## config.mk

```make
export PLATFORM = sky130hd
export DESIGN_NAME = lm80c_ps2_matrix
export DESIGN_NICKNAME = d
export VERILOG_FILES = /design/src/rtl/lm80c_ps2_matrix.sv
export SDC_FILE = /design/constraint.sdc
export NUM_CORES = 1
export LEC_CHECK = 0
export BUFFER_PORTS_ARGS = -buffer_cell sky130_fd_sc_hd__buf_2
export CAP_MARGIN = 20
export CELL_PAD_IN_SITES_DETAIL_PLACEMENT = 1
export CELL_PAD_IN_SITES_GLOBAL_PLACEMENT = 1
export CORE_MARGIN = 5
export CORE_UTILIZATION = 40
export DETAILED_ROUTE_END_ITERATION = 8
export GPL_TIMING_DRIVEN = 1
export PLACE_DENSITY = 0.88
export SKIP_LAST_GASP = 1
export SLEW_MARGIN = 10
export SYNTH_ARGS = -nofsm -noshare
export SYNTH_HDL_FRONTEND = slang
export SYNTH_SLANG_ARGS = --single-unit
```

## constraint.sdc

```tcl
create_clock -name sys_clock -period 3.1 [get_ports sys_clock]
set_input_delay 0.465 -clock sys_clock [delete_from_list [all_inputs] [get_ports sys_clock]]
set_output_delay 0.465 -clock sys_clock [all_outputs]
set_load 0.005 [all_outputs]
```

## src/rtl/lm80c_ps2_matrix.sv

```systemverilog
// PS/2 set-2 scancode to LM80C 8x8 key matrix (active-low rows), with E0/F0/E1 prefix handling.
// Optional Ctrl+Alt+Del reset pulse enabled by defining LM80C_KBD_RESET_COMBO_EN.
module lm80c_ps2_matrix #(
    parameter int E1_SKIP     = 7,
    parameter int RESET_PULSE = 16
) (
    input  logic            sys_clock,
    input  logic            RESET,
    input  logic            ps2_valid,
    input  logic [7:0]      ps2_byte,
    output logic [7:0][7:0] KM,
    output logic            kbd_reset
);
    localparam int SKIP_W = $clog2(E1_SKIP + 1);

    if (E1_SKIP < 1 || RESET_PULSE < 1) begin : g_bad_param
        $error("lm80c_ps2_matrix: E1_SKIP and RESET_PULSE must be at least 1");
    end

    typedef enum logic [2:0] {
        ST_IDLE,
        ST_EXT,
        ST_BRK,
        ST_EXTBRK,
        ST_SKIP
    } state_t;

    state_t            state_q, state_d;
    logic [SKIP_W-1:0] skip_q, skip_d;
    logic [7:0][7:0]   km_q, km_d;
    logic              ext_ctx;
    logic              map_hit;
    logic [2:0]        map_row, map_col;
    logic              do_make, do_brk, overrun;

    assign ext_ctx = (state_q == ST_EXT) || (state_q == ST_EXTBRK);

    // Key code {ext, byte[6:0]} -> matrix position; bytes with bit 7 set never map.
    always_comb begin
        map_hit = 1'b0;
        map_row = 3'd0;
        map_col = 3'd0;
        if (!ps2_byte[7]) begin
            case ({ext_ctx, ps2_byte[6:0]})
                8'h1C: begin map_hit = 1'b1; map_row = 3'd2; map_col = 3'd1; end
                8'h1A: begin map_hit = 1'b1; map_row = 3'd5; map_col = 3'd2; end
                8'h29: begin map_hit = 1'b1; map_row = 3'd7; map_col = 3'd4; end
                8'h5A: begin map_hit = 1'b1; map_row = 3'd0; map_col = 3'd1; end
                8'h12: begin map_hit = 1'b1; map_row = 3'd6; map_col = 3'd0; end
                8'h14: begin map_hit = 1'b1; map_row = 3'd6; map_col = 3'd1; end
                8'h11: begin map_hit = 1'b1; map_row = 3'd6; map_col = 3'd2; end
                8'hF5: begin map_hit = 1'b1; map_row = 3'd0; map_col = 3'd6; end
                8'hF1: begin map_hit = 1'b1; map_row = 3'd0; map_col = 3'd7; end
                default: ;
            endcase
        end
    end

    always_comb begin
        state_d = state_q;
        skip_d  = skip_q;
        km_d    = km_q;
        do_make = 1'b0;
        do_brk  = 1'b0;
        overrun = 1'b0;
        if (ps2_valid) begin
            if (state_q != ST_SKIP && (ps2_byte == 8'h00 || ps2_byte == 8'hFF)) begin
                overrun = 1'b1;
                state_d = ST_IDLE;
            end else begin
                case (state_q)
                    ST_IDLE: begin
                        case (ps2_byte)
                            8'hE0: state_d = ST_EXT;
                            8'hF0: state_d = ST_BRK;
                            8'hE1: begin
                                state_d = ST_SKIP;
                                skip_d  = SKIP_W'(E1_SKIP);
                            end
                            8'hAA, 8'hFA, 8'hEE, 8'hFE: ;
                            default: do_make = 1'b1;
                        endcase
                    end
                    ST_EXT: begin
                        case (ps2_byte)
                            8'hF0: state_d = ST_EXTBRK;
                            8'hE0: state_d = ST_EXT;
                            8'h12, 8'h59: state_d = ST_IDLE;
                            default: begin
                                do_make = 1'b1;
                                state_d = ST_IDLE;
                            end
                        endcase
                    end
                    ST_BRK: begin
                        do_brk  = 1'b1;
                        state_d = ST_IDLE;
                    end
                    ST_EXTBRK: begin
                        do_brk  = !(ps2_byte == 8'h12 || ps2_byte == 8'h59);
                        state_d = ST_IDLE;
                    end
                    ST_SKIP: begin
                        skip_d = skip_q - 1'b1;
                        if (skip_q <= SKIP_W'(1)) state_d = ST_IDLE;
                    end
                    default: state_d = ST_IDLE;
                endcase
            end
        end
        if (overrun) km_d = '1;
        else if (do_make && map_hit) km_d[map_row][map_col] = 1'b0;
        else if (do_brk && map_hit) km_d[map_row][map_col] = 1'b1;
    end

    always_ff @(posedge sys_clock) begin
        if (RESET) begin
            state_q <= ST_IDLE;
            skip_q  <= '0;
            km_q    <= '1;
        end else begin
            state_q <= state_d;
            skip_q  <= skip_d;
            km_q    <= km_d;
        end
    end

    assign KM = km_q;

`ifdef LM80C_KBD_RESET_COMBO_EN
    localparam int PULSE_W = $clog2(RESET_PULSE + 1);

    logic               ctrl_q, ctrl_d, alt_q, alt_d, del_q, del_d;
    logic [PULSE_W-1:0] pulse_q, pulse_d;

    // Held-flags ignore the E0 prefix so left/right and keypad variants all count.
    always_comb begin
        ctrl_d  = ctrl_q;
        alt_d   = alt_q;
        del_d   = del_q;
        pulse_d = pulse_q;
        if (overrun) begin
            ctrl_d = 1'b0;
            alt_d  = 1'b0;
            del_d  = 1'b0;
        end else if ((do_make || do_brk) && !ps2_byte[7]) begin
            case (ps2_byte[6:0])
                7'h14: ctrl_d = do_make;
                7'h11: alt_d  = do_make;
                7'h71: del_d  = do_make;
                default: ;
            endcase
        end
        if (pulse_q != '0) pulse_d = pulse_q - 1'b1;
        if ((ctrl_d && alt_d && del_d) && !(ctrl_q && alt_q && del_q))
            pulse_d = PULSE_W'(RESET_PULSE);
    end

    always_ff @(posedge sys_clock) begin
        if (RESET) begin
            ctrl_q  <= 1'b0;
            alt_q   <= 1'b0;
            del_q   <= 1'b0;
            pulse_q <= '0;
        end else begin
            ctrl_q  <= ctrl_d;
            alt_q   <= alt_d;
            del_q   <= del_d;
            pulse_q <= pulse_d;
        end
    end

    assign kbd_reset = (pulse_q != '0);
`else
    assign kbd_reset = 1'b0;
`endif

endmodule

```

Word-level counts from Yosys, hierarchy flattened --
Index checks and enable logic that the tools add are counted.
Word-level totals: bits in registers 70, latch bits 0, RAM bits 0, ROM bits 0, input port bits 11, output and inout port bits 65, word-level logic and storage cells 98, memories 0
Operators by class: add/subtract/negate cells 1, $mul 0, div/mod/pow operators 0, order comparisons 5, eq/ne operators 27, shift-type cells 0, multiplexer cells 29, bitwise gates (word level) 4, reduce and logical (&&, ||, !) cells 22
Operator list (number):
- $mux 64 | 2
- $eq 8x8->1 const B | 10
- $and 64x64->64 | 1
- $not 64->64 | 1
- $or 64x64->64 | 1
- $eq 8x5->1 const B | 6
- $demux 8 s3 | 1
- $pmux 3 s3 | 2
- $eq 8x7->1 const B | 2
- $mux 3 | 5
- $pmux 3 s5 | 1
- $pmux 3 s4 | 1
- $mux 1 | 11
- $reduce_or 9->1 | 1
- $eq 8x6->1 const B | 1
- $logic_not 8->1 | 1
- $lt 3x4->1 const B | 2
- $mux 8 | 1
- $reduce_or 7->1 | 1
- $eq 3x2->1 const B | 2
- $ge 3x1->1 const B | 2
- $ne 3x3->1 const B | 2
- $pmux 3 s2 | 1
- $reduce_or 3->1 | 2
- 19 further kinds | 28

Depth between registers and ports, before layout --
Gate-level depths: netlist of the first run.
depth in word-level cells 15, depth in mapped cells 7, depth with buffers taken out 7

Worst setup path after synthesis of the first run --
OpenSTA, ideal clock, no wires.
path kind in2reg, from in ps2_byte[2], to reg with a tool-made name, setup time 73 ps, arrival 2109 ps, required time 3027 ps, path slack 918 ps, stages on the path 6, path buffers 1, cells stage by stage buf_4 -> or3b_4 -> a2111oi_4 -> nor2_2 -> a2111oi_1 -> mux2i_1
RTL lines:
- start: declaration | RTL line 10 | input logic [7:0] ps2_byte,

==> results of run 1 <==
-- per-stage QoR --
| step | cell area, um^2 | util | setup WS, ns | hold WS, ns | total power [W] |
|---|---|---|---|---|---|
| after floorplan | 2770 | - | 0.918 | 0.441 | 0.00101 |
| after global placement | 3160 | 0.467 | 0.662 | 0.421 | 0.00103 |
| after detailed placement | 3160 | 0.467 | 0.553 | 0.424 | 0.00103 |
| after CTS | 3350 | 0.496 | 0.688 | 0.445 | 0.00176 |
| after global routing | 3350 | 0.496 | 0.485 | 0.463 | 0.00180 |
| final | 3350 | 0.496 | 0.673 | 0.438 | 0.00173 |
-- cells in the final DEF, fill, tap and decap left out, drive strengths merged, types with 3 or more instances in the layout --
master,n
inv,8
nor4,6
buf,76
nor2,13
dfxtp,70
clkbuf,9
nand2b,4
a21oi,3
a2111oi,6
nor3,14
nand3,3
or3,57
mux2i,9
nand2,8
nand4b,4
nand4,7
-- critical path: stages, from the launching register on --
cell	delay, ns
dfxtp_1	0.61
and2b_1	0.34
nor3_1	0.42
a22oi_1	0.23
a2111oi_1	0.52
mux2i_1	0.25
-- report_power, final --
part / internal (W) / switching (W) / total, W
registers: 0.000902 / 0.00000671 / 0.000909
clock network: 0.000374 / 0.000350 / 0.000724
logic: 0.0000344 / 0.0000683 / 0.000103
total: 0.00131 / 0.000425 / 0.00173
-- per-layer routing --
layer,vias up,track usage
met5,-,0
met4,0,0.0549
met3,7,0.0740
met2,70,0.298
met1,1142,0.201
li1,1140,-
-- cell families (layout without fill, tap and decap cells) --
group,after synthesis,in the layout,synth area share
mux,9,9,0.0325
fa+ha+maj,2,2,0.00902
xor+xnor,3,3,0.00948
compound gates,30,30,0.104
simple gates,132,132,0.290
buf+inv,29,98,0.0483
other cells,1,1,0.00135
flops,70,70,0.505
-- worst paths after layout --
path,startpoint,end,slack (ns),cells past startpoint
hold reg to reg,register,register,0.44,1
setup reg to reg,state_q[2]$_SDFFE_PP0P_,register,0.67,5
setup / recovery,state_q[2]$_SDFFE_PP0P_,register,0.67,5
hold / removal,register,register,0.44,1
-- area by class of cell --
class / instances / area [um^2]
Tap cell: 80 / 100
Clock buffer: 9 / 124
Sequential cell: 70 / 1400
Inverter: 6 / 22.5
Clock inverter: 7 / 72.6
Multi-Input combinational cell: 177 / 1250
Fill cell: 806 / 3400
Timing Repair Buffer: 76 / 385
==> impl_metrics.tcl, run 1 <==
set metrics [dict create \
    status "finished, final reports clean" \
    clock_sinks 70 \
    h-tree-depth 3 \
    worstPathRequired_ns 3.37 \
    routed.top_layer "met4" \
    avgSynthCellArea_um2 10.0 \
    die-area_um2 8700 \
    rsz0062_at_grt "no" \
    ios 76 \
    cts.clk_slew.worst_paths_ns 0.08 \
    cts-resized-gates 0 \
    synth_top_area_cell "dfxtp_1" \
    cts-hold-fix-buffers 0 \
    netlist_top_cells_count "dfxtp_1 (70), or3_1 (57), clkbuf_1 (14)" \
    arrival_ns 2.69 \
    m1WireLength_um 3070 \
    ys_async_sr_fraction 0 \
    startpoint_type "register" \
    worstSetupEndpointType "register" \
    yosys-top-cells-area "dfxtp_1 (51%), or3_1 (13%), mux2i_1 (3.2%), nor3_1 (2.3%), clkbuf_1 (1.9%)" \
    numCtsBuffers 9 \
    chipWidth_um 93.3 \
    syn_area_um2 2770 \
    max_freq_ghz 0.412 \
    place_congestion 0.876 \
    ant_nets 0 \
    grt_max_degree 70 \
    rows 30 \
    fin_crit_sh 0.783 \
    cts_root_buf "clkbuf_8" \
    drive_gt1_frac 0.304 \
    path_max_fanout 12 \
    fin_setup_tns_ns 0 \
    p_per_area_nw_per_um2 517 \
    yosys.cell_count.top_type "dfxtp_1" \
    worstSetupPathType "register to register" \
    drtIter0Drc 61 \
    clk-insertion-delay-late_ns 0.34 \
    grt_pass1_vias 2500 \
    drv_slew 0 \
    fp.dieH_um 93.3 \
    fin_nets 353 \
    core_area_um2 6760 \
    worst_slew_pin_slew_ns 0.692 \
    yosysWarnings 0 \
    clock_path_buffers 2 \
    first_pass_iters 4 \
    grt-ovfl-total 0 \
    setup_viol 0 \
    route.met3.wl_um 616 \
    diodes 0 \
    vias 2359 \
    start_util 0.410 \
    grt_antenna_before_repair 0 \
    synth_top_area_share 0.505 \
    synth_cells 276 \
    leakage_nw 1.18 \
    fin_skew_ns 0.00761 \
    ys_ff_latch 70 \
    ir_drop_uv 372 \
    areaGrowthSynthToFinish_pct 21.0 \
    hold_class "register to register" \
    final.min_clock_period_ns 2.43 \
    final_cells 425 \
    grt_use_total 0.176 \
    place_inst 409 \
    finalHoldViolCount 0 \
    cts_setup_buffers 0 \
    syn-num-nets 289 \
    cts_tree "built" \
    yosys.cell_types.count 56 \
    ys.flop_type "dfxtp_1" \
    cap_viol_max_count 0 \
    drt-total-wl_um 7350 \
    portBuffers 74 \
    grt_pass1_wl_um 12300 \
    synth_edf_count 0 \
    drc 0 \
    yosysSeqAreaShare 0.505 \
    wl_per_cell_um 17.3 \
    viasPerCell 5.55 \
    wl_met2_um 3590 \
    maxSlewHeadroom 0.538 \
    dp_hpwl_um 5020 \
]
No activity file was read; power rests on OpenSTA's default activity.
==> run 2: changes to the inputs <==
--- a/config.mk
+++ b/config.mk
@@ -5,15 +5,16 @@
 export SDC_FILE = /design/constraint.sdc
 export NUM_CORES = 1
 export LEC_CHECK = 0
+export ABC_AREA = 1
 export BUFFER_PORTS_ARGS = -buffer_cell sky130_fd_sc_hd__buf_2
 export CAP_MARGIN = 20
 export CELL_PAD_IN_SITES_DETAIL_PLACEMENT = 1
 export CELL_PAD_IN_SITES_GLOBAL_PLACEMENT = 1
 export CORE_MARGIN = 5
-export CORE_UTILIZATION = 40
+export CORE_UTILIZATION = 37
 export DETAILED_ROUTE_END_ITERATION = 8
 export GPL_TIMING_DRIVEN = 1
-export PLACE_DENSITY = 0.88
+export PLACE_DENSITY = 0.86
 export SKIP_LAST_GASP = 1
 export SLEW_MARGIN = 10
 export SYNTH_ARGS = -nofsm -noshare
==> constraint.sdc (replaced) <==
create_clock -name sys_clock -period 2.5 [get_ports sys_clock]
set_input_delay 0.375 -clock sys_clock [delete_from_list [all_inputs] [get_ports sys_clock]]
set_output_delay 0.375 -clock sys_clock [all_outputs]
set_load 0.005 [all_outputs]
==> run 2 against run 1 <==
- sequential power increased by 31%
- final area rose by 2.5%
- first-iteration DRC count fell by 30%
- count of clock-buffer cells in the layout unchanged
- die area up 7.2%
- non-clock buffer count unchanged
- clock skew rose by 0.0021 ns
- fmax is 27% higher
- sequential cell count did not move
- cell count is 26% higher
- largest power group unchanged
==> impl_metrics.tcl, run 2 <==
set metrics [dict create \
    syn-num-nets 366 \
    syn_area_um2 2770 \
    setup_viol 0 \
    ys.flop_type "dfxtp_1" \
    die-area_um2 9320 \
    drv_slew 0 \
    ys_async_sr_fraction 0 \
    dp_hpwl_um 5600 \
    grt-ovfl-total 0 \
    multi_input_area_um2 1210 \
    synth_top_area_share 0.505 \
    arrival_ns 2.12 \
    crit_chain "inv_2 -> nand2_2 -> nand3_2 -> inv_2 -> nand2_2 -> nand2_2 -> nor2_1 -> nand2_1 -> nand2_2 -> a21oi_4 -> nand2_1 -> nand2_1 -> nand3_1" \
    use_met2 0.285 \
    ys_ff_latch 70 \
    startpoint_type "register" \
    grtUsageMet3 0.0403 \
    synth_top_family_by_area "simple AND/OR/NAND/NOR gates" \
    fin_util 0.472 \
    worstPathRequired_ns 2.71 \
    ff2ff_path_depth 13 \
    yosys.cell_types.count 28 \
    leakage_nw 1.44 \
    first_pass_iters 4 \
    portBuffers 74 \
    p_sw_frac 0.306 \
    ios 76 \
    final_cell_mix "buf_2 (74), nand2_1 (70), dfxtp_1 (70)" \
    synth_cells 353 \
    r2r_setup_slack_ns 0.59 \
    fp.dieH_um 96.6 \
    ir_drop_uv 398 \
    rows 31 \
    core_area_um2 7290 \
    grt_antenna_before_repair 0 \
    synth_edf_count 0 \
    grt_pass1_vias 2583 \
    cts_tree "built" \
    hold-worst-slack_ns 0.266 \
    synth.area.mux_share 0 \
    wl_per_cell_um 13.0 \
    layout_commonest_cell "buf_2" \
    viasPerCell 4.68 \
    clock_sinks 70 \
    areaGrowthSynthToFinish_pct 24.0 \
    final.min_clock_period_ns 1.91 \
    cts-hold-fix-buffers 0 \
    comb_power_share 0.176 \
    numCtsBuffers 9 \
    yosysWarnings 0 \
    final-seq-area_um2 1400 \
    yosysSeqAreaShare 0.505 \
    p_clk_frac 0.357 \
    ant_nets 0 \
    use_met1 0.177 \
    h-tree-depth 3 \
    cp_slowest_cell "dfxtp_1" \
    cts_root_buf "clkbuf_8" \
    clock_path_buffers 2 \
    rsz0062_at_grt "no" \
    cts.clk_slew.worst_paths_ns 0.08 \
    netlist_top_cells_count "dfxtp_1 (70), nand2_1 (70), or2_2 (46)" \
    yosys-top-cells-area "dfxtp_1 (51%), or2_2 (10%), nand2_1 (9.5%), nand3_1 (6.9%), nor2_1 (6.1%)" \
    grt_max_degree 33 \
    yosys.area_share.adder 0.00903 \
    max_freq_ghz 0.522 \
    start_util 0.380 \
    hold_class "input port to register" \
    grt_use_total 0.156 \
    synthXorXnorAreaFrac 0.00316 \
    path_max_fanout 14 \
    fin_nets 444 \
    whs_path_depth 2 \
    cap_viol_max_count 0 \
    chipWidth_um 96.6 \
    cp_common_cell "nand2_2" \
    finalHoldViolCount 0 \
    p_per_area_nw_per_um2 743 \
    worstSetupEndpointType "register" \
    internal_power_w 0.00177 \
    drc 0 \
    synth_top_area_cell "dfxtp_1" \
    drive_gt1_frac 0.356 \
    synth_compound_area_frac 0.0415 \
    synthSimpleGateAreaFrac 0.382 \
    status "finished, final reports clean" \
    drtIter0Drc 43 \
    clk-insertion-delay-late_ns 0.33 \
    diodes 0 \
    slowest_delay_ns 0.43 \
    switching_power_w 0.000782 \
    pwr-share-seq 0.467 \
    fillers 954 \
    drt-total-wl_um 6930 \
    startpoint "state_q[2]$_SDFFE_PP0P_" \
    grt_pass1_wl_um 11500 \
    worstSetupPathType "register to register" \
    fin_setup_tns_ns 0 \
    vias 2505 \
    fin_skew_ns 0.00972 \
    hold_start "RESET" \
    fin_crit_sh 0.766 \
    top_usage_layer "met2" \
    timing.rr.start "state_q[2]$_SDFFE_PP0P_" \
    place_congestion 0.847 \
    cts_setup_buffers 0 \
    avgSynthCellArea_um2 7.85 \
    cts-resized-gates 0 \
]
==> run 2: cell types whose count changed in the layout (fill, tap and decap cells not counted), sizes merged, moves of 24 or more <==
cell and change:
or3 -57, nor2 +34, nand2 +67, inv +24
nand3 +37, or2 +53
==> run 2: path summary, 6_finish.rpt <==
path	endpoint
max	register
max reg2reg	register
min	skip_q[2]$_SDFFE_PP0P_
min reg2reg	register
==> run 2: cell type report <==
cell class,count,share of cell area
multi-input combinational,244,0.352
clock buffer,9,0.0360
inverter,30,0.0328
sequential,70,0.408
clock inverter,7,0.0233
tap,99,0.0360
timing repair buffer,76,0.112
==> run 2: worst max-delay path: cells and delay by family (launching register included) <==
kind / cells / cell delay [ns]
AO/OA/AOI/OAI: 1 / 0.30
flip-flops: 1 / 0.43
AND/OR/NAND/NOR: 10 / 0.85
buffers and inverters: 2 / 0.21
==> run 2: stage by stage <==
step                instances  power [W]  area (um^2)  worst slack [ns]
global route              535    0.00270         3440             0.347
finish                    535    0.00255         3440             0.586
detailed placement        519    0.00167         3230             0.416
CTS                       535    0.00260         3440             0.572
global placement          519    0.00165         3230             0.459
floorplan                 353    0.00155         2770             0.897
==> run 2: kinds of logic after synthesis <==
| kind of cell | Yosys count |
|---|---|
| other | 1 |
| xor gates and xnor gates | 1 |
| and+or+nand+nor | 222 |
| buffers and inverters | 39 |
| adders and majority gates | 2 |
| AOI/OAI and AO/OA | 18 |
| DFF | 70 |
==> run 2: metal layers <==
layer  vias up  share of wire
met3         8          0.049
met1      1179           0.42
met2        57           0.52
met5         -              0
met4         0          0.015
li1       1261              -
==> run 2: power by group through the flow <==
stage          Clock (W)  Combinational, W  Sequential (W)
2_1_floorplan          0          0.000346         0.00121
3_3_place_gp           0          0.000432         0.00122
3_5_place_dp           0          0.000452         0.00122
4_1_cts         0.000948          0.000456         0.00119
5_1_grt         0.000993          0.000508         0.00120
6_report        0.000912          0.000450         0.00119
